===== config.mk =====
export PLATFORM = sky130hd
export DESIGN_NAME = comparador_serie_izq_der
export DESIGN_NICKNAME = d
export VERILOG_FILES = /design/src/rtl/comparador_serie_izq_der.sv
export SDC_FILE = /design/constraint.sdc
export NUM_CORES = 1
export LEC_CHECK = 0
export BUFFER_PORTS_ARGS = -buffer_cell sky130_fd_sc_hd__buf_2
export CAP_MARGIN = 15
export CORE_UTILIZATION = 34
export DETAILED_ROUTE_END_ITERATION = 12
export GPL_ROUTABILITY_DRIVEN = 0
export GPL_TIMING_DRIVEN = 0
export PLACE_DENSITY = 0.63
export SKIP_LAST_GASP = 1
export SYNTH_ARGS = -nofsm -noshare
export SYNTH_HDL_FRONTEND = slang
export SYNTH_SLANG_ARGS = --single-unit

===== constraint.sdc =====
create_clock -name clk -period 2.9 [get_ports clk]
set_clock_uncertainty 0.05 [all_clocks]
set_input_delay 0.145 -clock clk [delete_from_list [all_inputs] [get_ports clk]]
set_output_delay 0.145 -clock clk [all_outputs]
set_load 0.005 [all_outputs]

===== src/rtl/comparador_serie_izq_der.sv =====
// Serial MSB-first magnitude comparator: one bit pair of A and B per accepted cycle.
// A three-state control FSM and an absorbing IGUAL/MAYOR/MENOR tracker. All outputs are registered.
module comparador_serie_izq_der #(
  parameter int N = 8
) (
  input  logic                   clk,
  input  logic                   reset,
  input  logic                   start,
  input  logic                   bit_valid,
  input  logic                   a_bit,
  input  logic                   b_bit,
  output logic                   busy,
  output logic                   done,
  output logic                   z,
  output logic                   a_mayor,
  output logic                   a_menor,
  output logic                   iguales,
  output logic [$clog2(N+1)-1:0] bit_count
);
  localparam int CW = $clog2(N+1);

  typedef enum logic [1:0] {IDLE, RUN, FIN} state_t;
  typedef enum logic [1:0] {IGUAL, MAYOR, MENOR} cmp_t;

  state_t state;
  cmp_t   cmp, cmp_nxt;
  logic   last_bit;

  // The first differing bit decides the result. After that, cmp stays put.
  always_comb begin
    cmp_nxt = cmp;
    if (cmp == IGUAL && a_bit != b_bit)
      cmp_nxt = a_bit ? MAYOR : MENOR;
  end

  assign last_bit = (bit_count == CW'(N-1));

  always_ff @(posedge clk or posedge reset) begin
    if (reset) begin
      state     <= IDLE;
      cmp       <= IGUAL;
      busy      <= 1'b0;
      done      <= 1'b0;
      z         <= 1'b0;
      a_mayor   <= 1'b0;
      a_menor   <= 1'b0;
      iguales   <= 1'b0;
      bit_count <= '0;
    end else begin
      done <= 1'b0;
      // If start arrives with a valid pair in the same cycle, start takes
      // priority and that pair is dropped. This also aborts a word in progress.
      if (start) begin
        state     <= RUN;
        busy      <= 1'b1;
        cmp       <= IGUAL;
        bit_count <= '0;
      end else begin
        case (state)
          RUN: begin
            if (bit_valid) begin
              cmp       <= cmp_nxt;
              bit_count <= bit_count + CW'(1);
              if (last_bit) begin
                state   <= FIN;
                busy    <= 1'b0;
                done    <= 1'b1;
                a_mayor <= (cmp_nxt == MAYOR);
                a_menor <= (cmp_nxt == MENOR);
                iguales <= (cmp_nxt == IGUAL);
                z       <= (cmp_nxt != MENOR);
              end
            end
          end
          FIN:     state <= IDLE;
          default: state <= IDLE;
        endcase
      end
    end
  end

endmodule


==> flow_summary.yaml, run 1 <==
logic_synthesis:
  yosysSeqAreaShare_pct: 53.64
  yosys_register_bits: 14
  avgSynthCellArea_sq_um: 11.66
  synth_area_leaders: "dfrtp_1 (54%), nand4b_4 (3.6%), nor4b_4 (3.6%)"
  netlist.area_leader.share_pct: 53.64
  syn_area_sq_um: 653.1
  yosysUniqueCellTypes: 26
  syn-instance-count: 56
  synth_warnings: 0
  synth_fp_nets: 63
  yosys.area.top_type: "dfrtp_1"
final_layout:
  drive_gt1_share_pct: 34.67
  antenna_cells: 0
  fill_cells: 183
  finalNonFillerCells: 100
  area_growth_syn_to_layout_pct: 22.61
  fin_nets: 83
  fin_area_sq_um: 800.8
setup_path:
  end_kind: "flip-flop"
  cp.arrival_ns: 1.93
  rr_startpoint: "bit_count[0]"
  critPathMaxFanout: 5
  r2r_slack_ns: 1.10
  critPathLaunch: "bit_count[0]"
  crit_type: "reg -> reg"
  worst_setup_path_start_kind: "flip-flop"
  crit_required_ns: 3.02
grt:
  grt_max_degree: 15
  grt_use_met1_pct: 16.50
  grt_busiest_layer: "met2"
  grt_pass1_vias: 425
  grt_pass1_wl_mm: 1.725
  grt_usage_pct: 12.10
  met3_usage_pct: 3.571
  grt_use_met2_pct: 16.86
  grt_overflow: 0
  antenna_found_initial: 0
power:
  p_leak_uw: 0.0003936
  sw_frac_of_total_pct: 22.90
  p_int_uw: 289.8
  cellPowerDensity_mw_per_mm2: 469.4
  irDropWorstVdd_mv: 0.2188
  seqPwrFrac_pct: 54.5
  fin_total_pwr_uw: 375.9
  combPwrFrac_pct: 8.4
  clkPwrFrac_pct: 37.1
  switching_power_uw: 86.08
floorplan:
  io_pins: 16
  num_rows: 15
  core_area_sq_mm: 0.001764
  die_height_microns: 45.83
  start_util_pct: 37.02
  die_w_microns: 45.83
  dieArea_sq_mm: 0.002100
flow_run:
  max_cap_violations: 0
place:
  post_dp_cell_area_sq_um: 754.5
  dp_hpwl_microns: 806
  dp.cells: 95
  port_buffers: 14
drt:
  dr.pass1.iters: 4
  postRouteAntennaNets: 0
  vias: 484
  wl_mm: 1.071
  drc: 0
  drt-initial-drc-count: 9
  vias_per_cell: 4.840
  detail_route.wl_per_cell_microns: 10.71
timing:
  setup_tns_ns: 0
  rsz0062_at_grt: "false"
  hold_ws_ns: 0.1402
  drv_slew: 0
  tightest_slew_ns: 0.5319
  hold_viol: 0
  max_freq_mhz: 554.3
  setup_viol: 0
  period_needed_ns: 1.804
  period_share_pct: 62.20
  slew_headroom_pct: 64.50
clock_tree:
  cts_sinks: 14
  insertion_delay_ns: 0.28
  root_buffer: "clkbuf_4"
  cts_tree: "done"
  cts-htree-levels: 1
  clock_path_buffers: 2
  cts_setup_buffers: 0
  clkTransAtPathRegs_ns: 0.09
  numCtsBuffers: 3
run_status:
  status: "completed"
hold_path:
  hp-start: "start"
  hold_path_class: "in -> reg"
final timing paths:
| check | to | cells after the start |
|---|---|---|
| max in group asynchronous | bit_count[3] | 3 |
| hold reg to reg | busy | 2 |
| setup / recovery | iguales | 4 |
| hold / removal | bit_count[3] | 2 |
| min in group asynchronous | a_mayor | 3 |
| setup reg to reg | iguales | 4 |
cells by family after synthesis:
family                     Yosys count  synth area share [%]
AOI/OAI and AO/OA                    9                 8.237
xor gates and xnor gates             2                 2.682
adders and majority gates            1                 1.915
buffers and inverters                7                 4.214
DFF                                 14                 53.64
muxes                                4                 6.513
and+or+nand+nor                     19                 22.80
layer usage:
metal	part of all wire, %	up-vias
li1	-	232
met1	51	235
met2	43	15
met3	4.9	2
met4	1.3	0
met5	0	-
sequential cells by signal, summed over array words and instances (netlist names):
name,flops
a_menor,1
z,1
bit_count,4
state,2
a_mayor,1
cmp,2
iguales,1
done,1
busy,1
cell type report:
| type | instances | area, sq um | share of cell area [%] |
|---|---|---|---|
| inverters | 6 | 22.52 | 2.812 |
| flip-flops and latches | 14 | 350.3 | 43.75 |
| multi-input cells | 35 | 275.3 | 34.38 |
| plain buffers | 1 | 5.005 | 0.6250 |
| repair buffers | 15 | 80.08 | 10.00 |
| well taps | 25 | 31.28 | 3.906 |
| clock buffers | 4 | 36.28 | 4.531 |
synth_stat cells:
cell	number
clkbuf_2	1
xnor2_1	1
nor2_1	4
nand3b_1	1
nor4b_4	1
nand2b_1	1
nor4b_1	1
o21ai_0	3
o31ai_1	1
nand4b_1	1
nand3_1	1
nand2_1	3
a31oi_1	2
xor2_1	1
a21oi_1	2
mux2i_1	2
and3b_1	1
dfrtp_1	14
ha_1	1
or3_1	1
a31o_2	1
inv_1	6
mux2_2	2
and2b_2	2
nand4b_4	1
nor4_1	1
power by group through the flow:
stage | sequential (uW) | clock (uW) | combinational (uW)
after floorplan | 208 | 0 | 20.0
after global placement | 208 | 0 | 31.0
after detailed placement | 209 | 0 | 31.4
after CTS | 205 | 144 | 32.4
after global routing | 205 | 153 | 36.1
final | 205 | 140 | 31.6
layout by cell type (no fill, tap or decap), types with 3 or more instances in the layout:
master / count
buf_2: 14
clkbuf_4: 3
dfrtp_1: 14
inv_1: 6
nand2_1: 3
nor2_1: 4
o21ai_0: 3
per-stage QoR:
step,util [%],worst slack (ns)
2_1_floorplan,-,1.208
3_3_place_gp,42.77,1.108
3_5_place_dp,42.77,1.093
4_1_cts,45.39,1.083
5_1_grt,45.39,1.012
6_report,45.39,1.096
repair_timing:
| item | CTS | global route |
|---|---|---|
| endpoints found under the hold margin | 14 | 0 |
| hold buffers | 1 | 0 |
| gates resized for setup | 0 | 0 |
critical path: stages, from the launching register on:
cell      delay, ns
dfrtp_1        0.42
ha_1           0.26
nand4b_4       0.15
nor4b_4        0.43
mux2_2         0.38
Power figures use the tool's default switching activity.
==> run 2: changes to the inputs <==
- ABC_AREA: not set -> 1
- PLACE_DENSITY: 0.63 -> 0.65
- clock period: 2.9 -> 1.6 ns (I/O delays scaled with it)
==> run 2 against run 1 <==
Sequential power up 80%; utilization down 0.13 points; first-iteration DRC count down 22%; synthesized area up 2.3%; flip-flop and latch count unchanged; wire length up 11%; sequential share of layout area down 0.34 points; synthesized cell count up 41%; critical endpoint is now a_menor; clock-buffer cell count down 1; cell count up 23%.
==> flow_summary.yaml, run 2 <==
power:
  fin_total_pwr_uw: 628.6
  p_leak_uw: 0.0004775
  irDropWorstVdd_mv: 0.3238
  cellPowerDensity_mw_per_mm2: 778.9
drt:
  wl_mm: 1.186
  drt-initial-drc-count: 7
  drc: 0
  dr.pass1.iters: 4
  detail_route.wl_per_cell_microns: 9.642
  postRouteAntennaNets: 0
  vias_per_cell: 4.455
  vias: 548
grt:
  grt_usage_pct: 12.56
  grt_max_degree: 15
  antenna_found_initial: 0
  grt_pass1_wl_mm: 1.911
  grt_pass1_vias: 466
  grt_overflow: 0
setup_path:
  path_common_cell: "nand2_1"
  crit_required_ns: 1.72
  worstPathBufferInverterCount: 1
  cp_num_cells: 8
  crit_slowest_cell: "dfrtp_1"
  critical_path.max_stage_delay_ns: 0.40
  crit_type: "reg -> reg"
  end_kind: "flip-flop"
  critPathTopFamily: "simple AND/OR/NAND/NOR gates"
  worst_setup_path_start_kind: "flip-flop"
  reg2reg_depth: 8
  worstPathCellList: "ha_1 -> nand2_2 -> nor2_4 -> nand2_4 -> nor2_8 -> inv_2 -> nand2_1 -> nand2_1"
  cp.arrival_ns: 1.43
  critPathMaxFanout: 7
timing:
  slew_headroom_pct: 63.77
  period_needed_ns: 1.310
  setup_tns_ns: 0
  rsz0062_at_grt: "false"
  tightest_slew_ns: 0.5429
  setup_viol: 0
  drv_slew: 0
  period_share_pct: 81.86
  hold_viol: 0
  max_freq_mhz: 763.5
run_status:
  status: "completed"
final_layout:
  final_cell_mix: "nand2_1 (21), buf_2 (15), dfrtp_1 (14), inv_1 (11), nand3_1 (10)"
  fin_area_sq_um: 807.0
  multiInputGateArea_sq_um: 269.0
  layout_commonest_cell: "nand2_1"
  regMostFlops: "bit_count"
  area_growth_syn_to_layout_pct: 20.79
  fin_nets: 107
  regArea_sq_um: 350.3
  antenna_cells: 0
  finalNonFillerCells: 123
  fin_util_pct: 45.26
  largestRegisters: "bit_count: 4 flops, cmp: 2 flops, state: 2 flops"
  drive_gt1_share_pct: 27.55
  largest_reg_flops: 4
  fill_cells: 183
clock_tree:
  clock_path_buffers: 2
  insertion_delay_ns: 0.28
  root_buffer: "clkbuf_4"
  cts_tree: "done"
  cts_sinks: 14
  cts-htree-levels: 1
  clkTransAtPathRegs_ns: 0.08
  numCtsBuffers: 3
logic_synthesis:
  syn-instance-count: 79
  synth_warnings: 0
  avgSynthCellArea_sq_um: 8.457
  yosysUniqueCellTypes: 14
  synth_fp_nets: 86
  synth-main-ff-cell: "dfrtp_1"
  netlist.area_leader.share_pct: 52.43
  synth-edff-count: 0
  synthArstFlopShare_pct: 100.0
  synth_area_leaders: "dfrtp_1 (52%), nand2_1 (12%), nand3_1 (7.5%)"
  syn_area_sq_um: 668.1
  yosysSeqAreaShare_pct: 52.43
  yosysMostFrequentCell: "nand2_1"
  yosys-top-cells-count: "nand2_1 (21), dfrtp_1 (14), inv_1 (11)"
  yosys_register_bits: 14
  yosys.area.top_type: "dfrtp_1"
floorplan:
  die_w_microns: 46.33
  num_rows: 15
  dieArea_sq_mm: 0.002146
  die_height_microns: 46.33
  core_area_sq_mm: 0.001783
  start_util_pct: 37.47
  io_pins: 16
hold_path:
  hold_path_depth: 3
  hold_path_class: "in -> reg"
place:
  dp.cells: 119
  post_dp_cell_area_sq_um: 774.5
  dp_hpwl_microns: 884
  port_buffers: 15
flow_run:
  max_cap_violations: 0
==> run 2: cell count changes in the layout (fill, tap and decap cells not counted), sizes merged, moves of 7 or more <==
cell	previous run	this run
inv	6	13
nand2	3	24
nand3	1	10
nor2	4	12
==> run 2: worst paths after layout <==
check                      slack [ns]       to    startpoint
max                              0.29  a_menor  bit_count[1]
min                             0.005     busy         start
max reg2reg                      0.29  a_menor  bit_count[1]
min reg2reg                      0.43        z             z
max in group asynchronous        0.80     done         reset
min in group asynchronous        0.34  a_menor         reset
==> run 2: metrics by stage <==
stage               hold slack [ns]  setup slack [ns]
detailed placement           0.1059            0.2960
finish                     0.005426            0.2902
global placement            0.09847            0.3186
floorplan                  -0.08078            0.3771
CTS                        0.008593            0.2754
global route                0.02676            0.1780
==> run 2: cells by family (layout without fill, tap and decap cells) <==
group / count (synthesis) / in the layout / share of synthesized area [%]
AO/OA/AOI/OAI: 5 / 5 / 3.745
adder cells (fa/ha/maj): 1 / 1 / 1.872
buffers and inverters: 13 / 32 / 7.304
flip-flops: 14 / 14 / 52.44
AND/OR/NAND/NOR: 46 / 46 / 34.65
==> run 2: worst register-to-register path: stages, from the launching register on <==
cell and delay (ns):
dfrtp_1 0.40, ha_1 0.19, nand2_2 0.08, nor2_4 0.10, nand2_4 0.08, nor2_8 0.13
inv_2 0.07, nand2_1 0.06, nand2_1 0.05
==> run 2: repair_timing <==
action / in CTS / in global routing
resized for setup: 0 / 0
buffers inserted: 0 / 0
hold endpoints to repair: 14 / 0
hold buffers: 1 / 0
==> run 2: cell type report <==
cell class | count | share of cell area, %
Clock buffer | 3 | 2.791
Tap cell | 25 | 3.876
Sequential cell | 14 | 43.41
Inverter | 13 | 6.047
Multi-Input combinational cell | 52 | 33.33
Timing Repair Buffer | 16 | 10.54
==> run 2: per-layer routing <==
layer / track usage (%) / wire, microns
met5: 0 / 0
met4: 7.059 / 14
met3: 2.353 / 28
met2: 17.50 / 547
met1: 17.87 / 596
==> run 2: where the power goes <==
part | internal, uW | total, uW | switching (uW)
combinational | 22.2 | 65.0 | 42.8
sequential | 361 | 368 | 6.42
clock | 87.2 | 196 | 109
total | 471 | 629 | 158
